<file path="src/rtl/demo_ctrl_pkg.sv">
// Shared types and helpers for the demo control sequencer.
package demo_ctrl_pkg;

  typedef enum logic [3:0] {
    ST_IDLE      = 4'd0,
    ST_RDWR_SEL  = 4'd1,
    ST_EXT_SEL   = 4'd2,
    ST_EXT_WRITE = 4'd3,
    ST_SLAVE_SEL = 4'd4,
    ST_COUNT_SEL = 4'd5,
    ST_CONFIG    = 4'd6,
    ST_READY     = 4'd7,
    ST_COMM      = 4'd8,
    ST_DONE      = 4'd9
  } state_t;

  // Lowest set bit of mask at index >= from; returns 8 when none is left.
  function automatic logic [3:0] next_set(input logic [7:0] mask, input logic [3:0] from);
    logic [3:0] res;
    res = 4'd8;
    for (int i = 7; i >= 0; i--)
      if (mask[i] && (4'(i) >= from)) res = 4'(i);
    return res;
  endfunction

endpackage

</file>
<file path="src/rtl/demo_ctrl_if.sv">
// Bus between the sequencer and the master instances.
interface demo_ctrl_if #(
  parameter int MASTER_COUNT = 2,
  parameter int SID_W        = 2,
  parameter int DATA_WIDTH   = 16,
  parameter int CNT_W        = 12
);
  logic [MASTER_COUNT-1:0] rd_wr;
  logic                    ext_we;
  logic [DATA_WIDTH-1:0]   ext_data;
  logic                    cfg_we;
  logic [SID_W-1:0]        cfg_slave;
  logic [CNT_W-1:0]        cfg_count;
  logic                    start;
  logic [MASTER_COUNT-1:0] m_done;

  modport master (output rd_wr, ext_we, ext_data, cfg_we, cfg_slave, cfg_count, start,
                  input  m_done);
  modport slave  (input  rd_wr, ext_we, ext_data, cfg_we, cfg_slave, cfg_count, start,
                  output m_done);
endinterface

</file>
<file path="src/rtl/demo_ctrl_rise_edge.sv">
// Rising-edge detector for an already-debounced level: one flop plus AND.
module rise_edge (
  input  logic clk,
  input  logic rst,
  input  logic i_in,
  output logic o_rise
);
  logic r_prev;

  always_ff @(posedge clk) begin
    if (rst) r_prev <= 1'b0;
    else     r_prev <= i_in;
  end

  assign o_rise = i_in & ~r_prev;
endmodule

</file>
<file path="src/rtl/demo_ctrl_fsm.sv">
// Operator-driven configuration sequencer for MASTER_COUNT serial-bus masters.
// Optional comm watchdog: define DEMO_CTRL_TIMEOUT_EN.
module demo_ctrl_fsm
  import demo_ctrl_pkg::*;
#(
  parameter int MASTER_COUNT   = 2,
  parameter int SLAVE_COUNT    = 3,
  parameter int DATA_WIDTH     = 16,
  parameter int CNT_W          = 12,
  parameter int SW_W           = 18,
  parameter int TIMEOUT_CYCLES = 50_000_000
) (
  input  logic            clk,
  input  logic            rst,
  input  logic            jump,
  input  logic [SW_W-1:0] sw,
  output logic [3:0]      state,
  output logic [2:0]      cur_master,
  output logic            timeout,
  demo_ctrl_if.master     bus
);
  localparam int SID_W = (SLAVE_COUNT > 1) ? $clog2(SLAVE_COUNT) : 1;
  localparam int IW    = (MASTER_COUNT > 1) ? $clog2(MASTER_COUNT) : 1;
  localparam logic [SID_W-1:0] SID_MAX = SID_W'(SLAVE_COUNT - 1);

  state_t                               r_state;
  logic [2:0]                           r_cur;
  logic [MASTER_COUNT-1:0]              r_rd_wr, r_ext_mask, r_done_seen;
  logic [MASTER_COUNT-1:0][SID_W-1:0]   r_slave;
  logic [MASTER_COUNT-1:0][CNT_W-1:0]   r_count;
  logic                                 r_step, r_ext_adv;
  logic                                 r_ext_we, r_cfg_we, r_start;
  logic [DATA_WIDTH-1:0]                r_ext_data;
  logic [SID_W-1:0]                     r_cfg_slave;
  logic [CNT_W-1:0]                     r_cfg_count;

  logic                    w_step, w_last, w_expire;
  logic [MASTER_COUNT-1:0] w_sw_m, w_ext_m, w_seen;
  logic [SID_W-1:0]        w_sid_in;
  logic [CNT_W-1:0]        w_cnt_in;
  logic [3:0]              w_first, w_nxt_ext;
  logic [IW-1:0]           w_idx, w_idx_n;
  logic                    w_unused_sw;

  rise_edge u_jump (.clk(clk), .rst(rst), .i_in(jump), .o_rise(w_step));

  assign w_sw_m      = sw[MASTER_COUNT-1:0];
  assign w_ext_m     = w_sw_m & r_rd_wr;
  assign w_sid_in    = (sw[SID_W-1:0] > SID_MAX) ? SID_MAX : sw[SID_W-1:0];
  assign w_cnt_in    = (sw[CNT_W-1:0] == '0) ? CNT_W'(1) : sw[CNT_W-1:0];
  assign w_seen      = r_done_seen | bus.m_done;
  assign w_last      = (r_cur == 3'(MASTER_COUNT - 1));
  assign w_idx       = r_cur[IW-1:0];
  assign w_idx_n     = IW'(r_cur + 3'd1);
  assign w_first     = next_set(8'(w_ext_m), 4'd0);
  assign w_nxt_ext   = next_set(8'(r_ext_mask), {1'b0, r_cur} + 4'd1);
  assign w_unused_sw = ^sw;

  always_ff @(posedge clk) begin
    if (rst) begin
      r_state     <= ST_IDLE;
      r_cur       <= '0;
      r_rd_wr     <= '0;
      r_ext_mask  <= '0;
      r_done_seen <= '0;
      r_slave     <= '0;
      r_count     <= '0;
      r_step      <= 1'b0;
      r_ext_adv   <= 1'b0;
      r_ext_we    <= 1'b0;
      r_ext_data  <= '0;
      r_cfg_we    <= 1'b0;
      r_cfg_slave <= '0;
      r_cfg_count <= '0;
      r_start     <= 1'b0;
    end else begin
      r_step    <= w_step;
      r_ext_we  <= 1'b0;
      r_cfg_we  <= 1'b0;
      r_start   <= 1'b0;
      r_ext_adv <= 1'b0;
      case (r_state)
        ST_IDLE: if (r_step) r_state <= ST_RDWR_SEL;
        ST_RDWR_SEL: if (r_step) begin
          r_rd_wr <= w_sw_m;
          r_cur   <= '0;
          r_state <= (w_sw_m != '0) ? ST_EXT_SEL : ST_SLAVE_SEL;
        end
        ST_EXT_SEL: if (r_step) begin
          r_ext_mask <= w_ext_m;
          if (w_ext_m == '0) begin
            r_state <= ST_SLAVE_SEL;
            r_cur   <= '0;
          end else begin
            r_state <= ST_EXT_WRITE;
            r_cur   <= w_first[2:0];
          end
        end
        // cur_master holds through the strobe cycle, then advances
        ST_EXT_WRITE: begin
          if (r_ext_adv) begin
            if (w_nxt_ext[3]) begin
              r_state <= ST_SLAVE_SEL;
              r_cur   <= '0;
            end else begin
              r_cur   <= w_nxt_ext[2:0];
            end
          end else if (r_step) begin
            r_ext_we   <= 1'b1;
            r_ext_data <= sw[DATA_WIDTH-1:0];
            r_ext_adv  <= 1'b1;
          end
        end
        ST_SLAVE_SEL: if (r_step) begin
          r_slave[w_idx] <= w_sid_in;
          if (w_last) begin
            r_state <= ST_COUNT_SEL;
            r_cur   <= '0;
          end else begin
            r_cur   <= r_cur + 3'd1;
          end
        end
        // First cfg_we is issued on CONFIG entry so pulse k lines up with CONFIG cycle k
        ST_COUNT_SEL: if (r_step) begin
          r_count[w_idx] <= w_cnt_in;
          if (w_last) begin
            r_state     <= ST_CONFIG;
            r_cur       <= '0;
            r_cfg_we    <= 1'b1;
            r_cfg_slave <= r_slave[0];
            r_cfg_count <= (MASTER_COUNT == 1) ? w_cnt_in : r_count[0];
          end else begin
            r_cur <= r_cur + 3'd1;
          end
        end
        ST_CONFIG: begin
          if (w_last) begin
            r_state <= ST_READY;
            r_cur   <= '0;
          end else begin
            r_cur       <= r_cur + 3'd1;
            r_cfg_we    <= 1'b1;
            r_cfg_slave <= r_slave[w_idx_n];
            r_cfg_count <= r_count[w_idx_n];
          end
        end
        ST_READY: if (r_step) begin
          r_state     <= ST_COMM;
          r_start     <= 1'b1;
          r_done_seen <= '0;
        end
        ST_COMM: begin
          r_done_seen <= w_seen;
          if ((&w_seen) || w_expire) r_state <= ST_DONE;
        end
        ST_DONE: if (r_step) begin
          r_state     <= ST_IDLE;
          r_done_seen <= '0;
          r_ext_mask  <= '0;
          r_cur       <= '0;
        end
        default: r_state <= ST_IDLE;
      endcase
    end
  end

`ifdef DEMO_CTRL_TIMEOUT_EN
  localparam int TW = $clog2(TIMEOUT_CYCLES + 1);
  logic [TW-1:0] r_tmr;
  logic          r_timeout;

  always_ff @(posedge clk) begin
    if (rst || r_state != ST_COMM) r_tmr <= '0;
    else                           r_tmr <= r_tmr + 1'b1;
  end

  assign w_expire = (r_tmr == TW'(TIMEOUT_CYCLES - 1));

  // Completion in the expiry cycle wins over the watchdog
  always_ff @(posedge clk) begin
    if (rst)                                                  r_timeout <= 1'b0;
    else if (r_state == ST_COMM && w_expire && !(&w_seen))    r_timeout <= 1'b1;
    else if (r_state == ST_DONE && r_step)                    r_timeout <= 1'b0;
  end

  assign timeout = r_timeout;
`else
  assign w_expire = 1'b0;
  assign timeout  = 1'b0;
`endif

  assign state         = r_state;
  assign cur_master    = r_cur;
  assign bus.rd_wr     = r_rd_wr;
  assign bus.ext_we    = r_ext_we;
  assign bus.ext_data  = r_ext_data;
  assign bus.cfg_we    = r_cfg_we;
  assign bus.cfg_slave = r_cfg_slave;
  assign bus.cfg_count = r_cfg_count;
  assign bus.start     = r_start;
endmodule

</file>
<file path="src/flat_wrapper.sv">
// flat-port wrapper written by rule: the top's interface ports become plain ports
module demo_ctrl_fsm_flat import demo_ctrl_pkg::*;
#(
  parameter int MASTER_COUNT   = 2,
  parameter int SLAVE_COUNT    = 3,
  parameter int DATA_WIDTH     = 16,
  parameter int CNT_W          = 12,
  parameter int SW_W           = 18,
  parameter int TIMEOUT_CYCLES = 50_000_000
)
  (clk, rst, jump, sw, state, cur_master, timeout, bus_rd_wr, bus_ext_we, bus_ext_data, bus_cfg_we, bus_cfg_slave, bus_cfg_count, bus_start, bus_m_done);
  demo_ctrl_if #(.MASTER_COUNT(MASTER_COUNT), .SID_W(2), .DATA_WIDTH(DATA_WIDTH), .CNT_W(CNT_W)) bus_i ();
  input  logic clk;
  input  logic rst;
  input  logic jump;
  input  logic [SW_W-1:0] sw;
  output logic [3:0] state;
  output logic [2:0] cur_master;
  output logic timeout;
  output wire logic [$bits(bus_i.rd_wr)-1:0] bus_rd_wr;
  output wire logic [$bits(bus_i.ext_we)-1:0] bus_ext_we;
  output wire logic [$bits(bus_i.ext_data)-1:0] bus_ext_data;
  output wire logic [$bits(bus_i.cfg_we)-1:0] bus_cfg_we;
  output wire logic [$bits(bus_i.cfg_slave)-1:0] bus_cfg_slave;
  output wire logic [$bits(bus_i.cfg_count)-1:0] bus_cfg_count;
  output wire logic [$bits(bus_i.start)-1:0] bus_start;
  input wire logic [$bits(bus_i.m_done)-1:0] bus_m_done;
  assign bus_rd_wr = bus_i.rd_wr;
  assign bus_ext_we = bus_i.ext_we;
  assign bus_ext_data = bus_i.ext_data;
  assign bus_cfg_we = bus_i.cfg_we;
  assign bus_cfg_slave = bus_i.cfg_slave;
  assign bus_cfg_count = bus_i.cfg_count;
  assign bus_start = bus_i.start;
  assign bus_i.m_done = bus_m_done;
  demo_ctrl_fsm #(.MASTER_COUNT(MASTER_COUNT), .SLAVE_COUNT(SLAVE_COUNT), .DATA_WIDTH(DATA_WIDTH), .CNT_W(CNT_W), .SW_W(SW_W), .TIMEOUT_CYCLES(TIMEOUT_CYCLES)) u_core (.clk(clk), .rst(rst), .jump(jump), .sw(sw), .state(state), .cur_master(cur_master), .timeout(timeout), .bus(bus_i));
endmodule
</file>
<file path="config.mk">
export PLATFORM = sky130hd
export DESIGN_NAME = demo_ctrl_fsm_flat
export DESIGN_NICKNAME = d
export VERILOG_FILES = /design/src/rtl/demo_ctrl_pkg.sv /design/src/rtl/demo_ctrl_if.sv /design/src/rtl/demo_ctrl_rise_edge.sv /design/src/rtl/demo_ctrl_fsm.sv /design/src/flat_wrapper.sv
export SDC_FILE = /design/constraint.sdc
export NUM_CORES = 1
export LEC_CHECK = 0
export CORE_MARGIN = 4
export CORE_UTILIZATION = 50
export CTS_BUF_LIST = sky130_fd_sc_hd__clkbuf_4 sky130_fd_sc_hd__clkbuf_8 sky130_fd_sc_hd__clkbuf_16
export CTS_CLUSTER_SIZE = 8
export DETAILED_ROUTE_END_ITERATION = 8
export PLACE_DENSITY = 0.82
export SKIP_LAST_GASP = 1
export SLEW_MARGIN = 20
export SYNTH_ARGS = -nofsm -noshare
export SYNTH_HDL_FRONTEND = slang
export SYNTH_SLANG_ARGS = --single-unit
</file>
<file path="constraint.sdc">
create_clock -name clk -period 4.6 [get_ports clk]
set_clock_uncertainty 0.1 [all_clocks]
set_input_delay 0.92 -clock clk [delete_from_list [all_inputs] [get_ports clk]]
set_output_delay 0.92 -clock clk [all_outputs]
set_load 0.005 [all_outputs]
</file>
== Word level (Yosys, flattened, before mapping) ==
Index checks and enable logic that the tools add are counted.
Operators by class
  add/subtract/negate cells: 2
  multiply operators: 0
  divide/modulo/power cells: 0
  magnitude comparators: 6
  equal/unequal tests: 27
  shift operators: 0
  muxes and demuxes: 57
  bitwise gates (word level): 7
  reduce and logical (&&, ||, !) cells: 26
Operators by type and width (count)
  $mux 12: 7
  $mux 4: 15
  $pmux 4 s10: 1
  $ne 2x1->1 const B: 16
  $mux 3: 10
  $bwmux 24: 1
  $pmux 12 s2: 1
  $mux 2: 9
  $eq 4x3->1 const B: 4
  $pmux 3 s5: 1
  $reduce_and 13->1: 1
  $demux 12 s1: 1
  $logic_not 12->1: 1
  $pmux 2 s2: 3
  $reduce_and 2->1: 5
  $eq 4x2->1 const B: 2
  $eq 4x4->1 const B: 2
  $ge 1x4->1 const A: 2
  $reduce_bool 2->1: 4
  $reduce_or 2->1: 4
  $reduce_and 3->1: 2
  $mux 1: 5
  $reduce_and 5->1: 1
  $reduce_bool 5->1: 1
  20 further kinds: 26
Word-level totals
  register bits: 76
  latch bits: 0
  bits in writable memories: 0
  bits in read-only memories: 0
  input bits: 23
  output and inout bits: 43
  word-level logic and storage cells: 142
  memories kept: 0

== Depth between registers and ports, before layout ==
Gate-level depths: netlist (run 1).
  depth in word-level cells: 8
  mapped depth: 9
  gate-level depth less buffers: 8

== Hierarchy ==
From an unflattened synthesis (run 1), not the netlist that was laid out.
Unflattened totals
  cell total of the unflattened synthesis: 377
  area total of the unflattened synthesis: 3450.8 um^2
By module, submodules not included
  demo_ctrl_fsm: times used 1, cells each 374, area each 3403.3 um^2, sequential area each 1501.4 um^2
  rise_edge: times used 1, cells each 3, area each 47.5 um^2, sequential area each 20.0 um^2

== Least setup slack after synthesis (run 1) ==
No wires, ideal clock.
  kind: input-to-reg
  start: input port bus_m_done[1]
  end: register u_core.r_state[2] (netlist: u_core.state[2])
  library setup time: 0.095 ns
  arrival time: 1.973 ns
  data required time: 4.405 ns
  path slack: 2.432 ns
  cell stages on the path: 6
  path through: o22ai_1 o211ai_2 a21oi_1 nor4b_4 o211ai_1 a221oi_1
On the way
  longest elaborated chain between the ends: 4
RTL lines
  start, declared: RTL line flat_wrapper.sv:27  | input wire logic [$bits(bus_i.m_done)-1:0] bus_m_done;
  $or 2x2->2: RTL line demo_ctrl_fsm.sv:51  | assign w_seen = r_done_seen | bus.m_done;
  $reduce_and 2->1: RTL line demo_ctrl_fsm.sv:154  | if ((&w_seen) || w_expire) r_state <= ST_DONE;
  $ne 2x1->1 (no line)
  $reduce_and 13->1 (no line)
  end signal, assigned: RTL line demo_ctrl_fsm.sv:87  | r_state <= (w_sw_m != '0) ? ST_EXT_SEL : ST_SLAVE_SEL;
  end, declared: RTL line demo_ctrl_fsm.sv:26  | state_t r_state;
Every way passes these cells.
A chain may end at the register's enable or synchronous reset.

== Worst setup path after layout (run 1) ==
  start: register u_core.r_state[0] (netlist: u_core.state[0])
  end: output port state[0]
RTL lines
  end, declared: RTL line flat_wrapper.sv:17  | output logic [3:0] state;
No word-level cell between the ends.

==> results.yml, run 1 <==
critical_path:
  path_delay_family: "flip-flops"
  path_buf_inv: 1
  path_cells: "clkdlybuf4s50_1"
  crit_path_max_incr_delay_ns: 0.87
  worstSetupPathType: "flop to output pin"
  critPathSlowestCell: "dfxtp_1"
  cp.required_ns: 3.58
  cp.depth: 1
  start_kind: "flop"
  cp_max_fo: 27
  r2r_cells: 4
  end_kind: "output pin"
  arrival_ns: 1.86
pwr:
  p_clk_share_pct: 37.2
  switching_share_pct: 26.7
  pwr-share-comb_pct: 12.1
  p_per_area_mw_per_mm2: 334
  ir_drop_mv: 0.253
  seqPwrFrac_pct: 50.7
  power.internal_mw: 1.02
  leakage_nw: 1.63
  power_switching_mw: 0.373
sta:
  fmax_ghz: 0.347
  rsz0062_at_grt: "false"
  finalHoldViolCount: 0
  finalSetupTns_ns: 0
  min_period_over_period_pct: 62.6
  max_slew_margin_pct: 33.4
  layout_setup_ws_ns: 1.72
  setup_viol: 0
  worst_pin_slew_ns: 0.999
  drv_slew: 0
  post-route-min-period_ns: 2.88
  hold_slack_ns: 0.290
finish:
  layout-drive-gt1-share_pct: 7.26
  n_fill_cell: 526
  areaGrowthSynthToFinish_pct: 23.4
  diodes: 0
  nets: 435
  multi_input_area_mm2: 0.00169
  regArea_mm2: 0.00152
place:
  dp_hpwl_um: 5100
  place_congestion: 0.814
  pre_cts_slack_ns: 1.76
  portBuffers: 62
synthesis:
  ys.flop_type: "dfxtp_1"
  synth_area_mm2: 0.00338
  synth_cell_types: 46
  yosysWarnings: 0
  synth_top_area_share_pct: 45.0
  synth_top_area_cell: "dfxtp_1"
  syn-num-nets: 386
  synth-seq-cells: 76
  synth_edf_count: 0
  synth-seq-area-share_pct: 45.0
  synthTopCellsByArea: "dfxtp_1, mux2i_1, nor2_1, a211oi_1, ha_1"
  netlist_instances: 359
  synth.avg_cell_area_um2: 9.42
  ys_async_sr_fraction_pct: 0
routing:
  wirelength_um: 7520
  ant_nets: 0
  vias_per_cell: 5.66
  vias: 2771
  dr.pass1.iters: 4
  remaining_drc_errors: 0
  initialDrtViolationCount: 212
  wl_per_cell_um: 15.4
grt:
  gr-max-usage-layer: "met2"
  grtUsageMet3_pct: 5.93
  grt_pass1_wl_um: 12800
  grt_pass1_vias: 2662
  grt_usage_pct: 19.0
  use_met1_pct: 25.5
  grt_remaining_overflow: 0
  grt_util_met2_pct: 28.7
  antenna_found_initial: 0
  grt_max_degree: 50
run:
  drv_cap: 0
worst_hold_path:
  min_path_cells: 1
  min_path_type: "flop to flop"
clock_tree:
  ctsHoldBuffers: 0
  clock_path_buffers: 2
  ctsRootBufferMaster: "clkbuf_8"
  cts_sinks: 76
  numCtsBuffers: 9
  clock_latency_ns: 0.34
  cts_tree: "yes"
  post_cts_buffers: 0
  cts_max_level: 3
  cts_resized: 0
  clkTransAtPathRegs_ns: 0.07
floorplan:
  die_x_um: 90.2
  ios: 66
  fp.dieH_um: 90.2
  start_util_pct: 52.4
  rows: 29
  design.core.area_mm2: 0.00646
  die_area_mm2: 0.00814
status:
  status: "finished, final reports clean"
[layer usage]
metal  part of all wire (%)  vias up
li1                       -     1364
met1                     46     1308
met2                     46       93
met3                    6.6        6
met4                   0.98        0
met5                      0        -
[logic make-up after synthesis]
group / Yosys count / share of synthesized area (%)
and+or+nand+nor: 126 / 17.4
DFF: 76 / 45.0
muxes: 61 / 18.1
AOI/OAI and AO/OA: 57 / 12.8
buffers and inverters: 34 / 5.18
adders and majority gates: 4 / 1.48
other: 1 / 0.111
[registers in the layout, summed over array words and instances, names as in the netlist]
register / flops
u_core.bus.start: 1
u_core.state: 4
u_core.bus.cfg_we: 1
u_core.bus.ext_data: 16
u_core.bus.rd_wr: 2
u_core.r_count: 24
u_core.r_ext_mask: 2
u_core.cur_master: 3
u_core.u_jump.r_prev: 1
u_core.r_done_seen: 2
u_core.r_slave: 4
u_core.bus.cfg_count: 12
u_core.r_step: 1
u_core.r_ext_adv: 1
u_core.bus.cfg_slave: 2
[cell type report]
| type | instances | area share [%] |
|---|---|---|
| clock inverter | 5 | 1.44 |
| inverter | 7 | 0.630 |
| tap | 77 | 2.31 |
| multi-input combinational | 249 | 40.4 |
| sequential | 76 | 36.5 |
| clock buffer | 11 | 3.48 |
| timing repair buffer | 65 | 15.3 |
[through the flow]
stage | utilization (%) | total power, mW | instances | instance area [um^2]
2_1_floorplan | - | 0.840 | 359 | 3380
3_3_place_gp | 61.4 | 0.886 | 474 | 3970
3_5_place_dp | 61.4 | 0.890 | 474 | 3970
4_1_cts | 64.6 | 1.40 | 490 | 4170
5_1_grt | 64.6 | 1.46 | 490 | 4170
6_report | 64.6 | 1.40 | 490 | 4170
[power by group through the flow]
stage,registers [mW],logic [mW],clock network (mW)
3_5_place_dp,0.723,0.168,0
2_1_floorplan,0.696,0.144,0
6_report,0.708,0.169,0.519
5_1_grt,0.712,0.185,0.564
3_3_place_gp,0.721,0.165,0
4_1_cts,0.707,0.169,0.529
[worst paths after layout]
path,from,slack (ns),to
worst max-delay path,u_core.state[0]$_SDFFE_PP0P_,1.72,state[0]
worst min-delay path,u_core.u_jump.r_prev$_SDFF_PP0_,0.29,u_core.r_step$_SDFF_PP0_
worst max register to register,u_core.state[0]$_SDFFE_PP0P_,2.01,u_core.bus.cfg_count[5]$_SDFFE_PP0P_
worst min register to register,u_core.u_jump.r_prev$_SDFF_PP0_,0.29,u_core.r_step$_SDFF_PP0_
[layout by cell type, fill, tap and decap left out, drive strengths merged, types with 2 or more instances in the layout]
cell and instances:
a21oi 8, nor3 9, or4b 2, nand3 6
a211o 2, mux2i 61, inv 7, nand2 9
a221oi 3, ha 4, clkbuf 11, buf 4
a31oi 3, a32oi 2, a2111oi 4, clkinv 3
o211ai 2, clkdlybuf4s50 61, o21ai 7, nand2b 6
nor4 3, nor2 80, a22oi 3, dfxtp 76
a211oi 16, or3 3, o22ai 2, nor2b 4
[cells in the mapped netlist (all sizes together), types with 6 or more instances]
cell type,instances
a211oi,16
a21oi,8
buf,16
clkbuf,11
dfxtp,76
inv,6
mux2i,61
nand2,9
nand2b,6
nand3,6
nor2,80
nor3,9
o21ai,7
Power figures use the tool's default switching activity.
==> run 2: changes to the inputs <==
--- a/config.mk
+++ b/config.mk
@@ -6,11 +6,11 @@
 export NUM_CORES = 1
 export LEC_CHECK = 0
 export CORE_MARGIN = 4
-export CORE_UTILIZATION = 50
+export CORE_UTILIZATION = 46
 export CTS_BUF_LIST = sky130_fd_sc_hd__clkbuf_4 sky130_fd_sc_hd__clkbuf_8 sky130_fd_sc_hd__clkbuf_16
 export CTS_CLUSTER_SIZE = 8
 export DETAILED_ROUTE_END_ITERATION = 8
-export PLACE_DENSITY = 0.82
+export PLACE_DENSITY = 0.79
 export SKIP_LAST_GASP = 1
 export SLEW_MARGIN = 20
 export SYNTH_ARGS = -nofsm -noshare
==> constraint.sdc (replaced) <==
create_clock -name clk -period 2.3 [get_ports clk]
set_clock_uncertainty 0.1 [all_clocks]
set_input_delay 0.46 -clock clk [delete_from_list [all_inputs] [get_ports clk]]
set_output_delay 0.46 -clock clk [all_outputs]
set_load 0.005 [all_outputs]
==> results.yml, run 2 (same netlist as run 1, synthesis figures left out) <==
critical_path:
  cp_max_fo: 7
  arrival_ns: 2.31
  start_kind: "flop"
  path_buf_inv: 1
  end_kind: "flop"
  crit_path_max_incr_delay_ns: 0.37
  path_cells: "ha_1, and2_1, a21oi_2, a2111oi_2, buf_4, nor4b_4, o211ai_1, a221oi_1"
  cp.required_ns: 2.46
  worstSetupPathType: "flop to flop"
  path_delay_family: "compound AO/OA/AOI/OAI gates"
  critPathSlowestCell: "dfxtp_4"
finish:
  regArea_mm2: 0.00153
  layout_common_cells: "nor2_1, dfxtp_1, mux2i_1, clkdlybuf4s50_1, buf_4"
  largest_register_ffs: 24
  nets: 464
  finalNonFillerCells: 537
  regMostFlops: "u_core.r_count"
  n_fill_cell: 600
  areaGrowthSynthToFinish_pct: 31.3
  multi_input_area_mm2: 0.00170
  layout-drive-gt1-share_pct: 14.3
  layout_commonest_cell: "nor2_1"
  diodes: 0
clock_tree:
  post_cts_buffers: 0
  clock_path_buffers: 2
  clock_latency_ns: 0.34
  cts_sinks: 76
  ctsHoldBuffers: 0
  cts_max_level: 3
  clkTransAtPathRegs_ns: 0.08
  numCtsBuffers: 9
  ctsRootBufferMaster: "clkbuf_8"
  cts_tree: "yes"
pwr:
  p_clk_share_pct: 34.8
  p_per_area_mw_per_mm2: 646
  switching_share_pct: 27.5
  pwr-share-comb_pct: 16.9
  power_switching_mw: 0.789
  leakage_nw: 1.78
  seqPwrFrac_pct: 48.3
  ir_drop_mv: 0.376
  power.internal_mw: 2.08
routing:
  vias_per_cell: 5.42
  vias: 2910
  wl_per_cell_um: 15.3
  ant_nets: 0
  remaining_drc_errors: 0
  dr.pass1.iters: 5
  wirelength_um: 8210
  initialDrtViolationCount: 199
grt:
  grt_max_degree: 47
  antenna_found_initial: 0
  grt_remaining_overflow: 0
  grt_pass1_vias: 2767
  grt_pass1_wl_um: 13400
  grt_usage_pct: 19.4
status:
  status: "finished, final reports clean"
floorplan:
  die_x_um: 93.7
  start_util_pct: 48.4
  ios: 66
  rows: 30
  fp.dieH_um: 93.7
  die_area_mm2: 0.00879
  design.core.area_mm2: 0.00698
sta:
  rsz0062_at_grt: "false"
  finalHoldViolCount: 0
  hold_slack_ns: 0.293
  fmax_ghz: 0.465
  drv_slew: 0
  min_period_over_period_pct: 93.4
  max_slew_margin_pct: 59.1
  setup_viol: 0
  worst_pin_slew_ns: 0.612
  post-route-min-period_ns: 2.15
place:
  dp.cells: 522
  portBuffers: 62
  place_congestion: 0.856
  dp_hpwl_um: 5870
worst_hold_path:
  min_path_type: "flop to flop"
run:
  drv_cap: 0
[run 2: worst register-to-register path, stage by stage, from the launching register on]
cell	delay, ns
dfxtp_4	0.37
ha_1	0.23
and2_1	0.18
a21oi_2	0.19
a2111oi_2	0.06
buf_4	0.16
nor4b_4	0.36
o211ai_1	0.14
a221oi_1	0.28
[run 2: area by class of cell]
type,count,share of cell area (%)
Tap cell,96,2.70
Multi-Input combinational cell,249,38.2
Sequential cell,76,34.4
Timing Repair Buffer,94,19.8
Clock buffer,9,2.79
Clock inverter,6,1.46
Inverter,7,0.592
[run 2: path summary, 6_finish.rpt]
kind	from	endpoint	slack (ns)	cells after the start
max	u_core.cur_master[0]$_SDFFE_PP0P_	u_core.state[2]$_SDFFE_PP0P_	0.15	8
min	u_core.u_jump.r_prev$_SDFF_PP0_	u_core.r_step$_SDFF_PP0_	0.29	1
max reg2reg	u_core.cur_master[0]$_SDFFE_PP0P_	u_core.state[2]$_SDFFE_PP0P_	0.15	8
min reg2reg	u_core.u_jump.r_prev$_SDFF_PP0_	u_core.r_step$_SDFF_PP0_	0.29	1
[run 2: power groups by stage]
| stage | sequential (mW) | clock (mW) | combinational (mW) |
|---|---|---|---|
| finish | 1.39 | 0.998 | 0.483 |
| global route | 1.39 | 1.08 | 0.531 |
| CTS | 1.38 | 1.03 | 0.483 |
| detailed placement | 1.41 | 0 | 0.479 |
| global placement | 1.41 | 0 | 0.471 |
| floorplan | 1.39 | 0 | 0.288 |
[run 2: layer usage]
metal	track usage, %	share of wire, %
met5	0	0
met4	6.98	1.2
met3	5.21	7.3
met2	29.5	46
met1	26.4	45
[run 2: stage by stage]
step	cell area [um^2]	utilization [%]	power (mW)	worst slack (ns)	setup TNS [ns]
after floorplan	3380	-	1.68	0.145	0
after global placement	4230	60.6	1.88	0.0200	0
after detailed placement	4230	60.6	1.89	-0.0303	-0.156
after CTS	4430	63.5	2.89	0.0560	0
after global routing	4440	63.6	3.00	0.0387	0
final	4440	63.6	2.87	0.151	0
[run 2: repair_timing]
action / 4_1_cts / 5_1_grt
resized for setup: 3 / 4
pin swaps: 0 / 1
endpoints found under the setup margin: 16 / 2
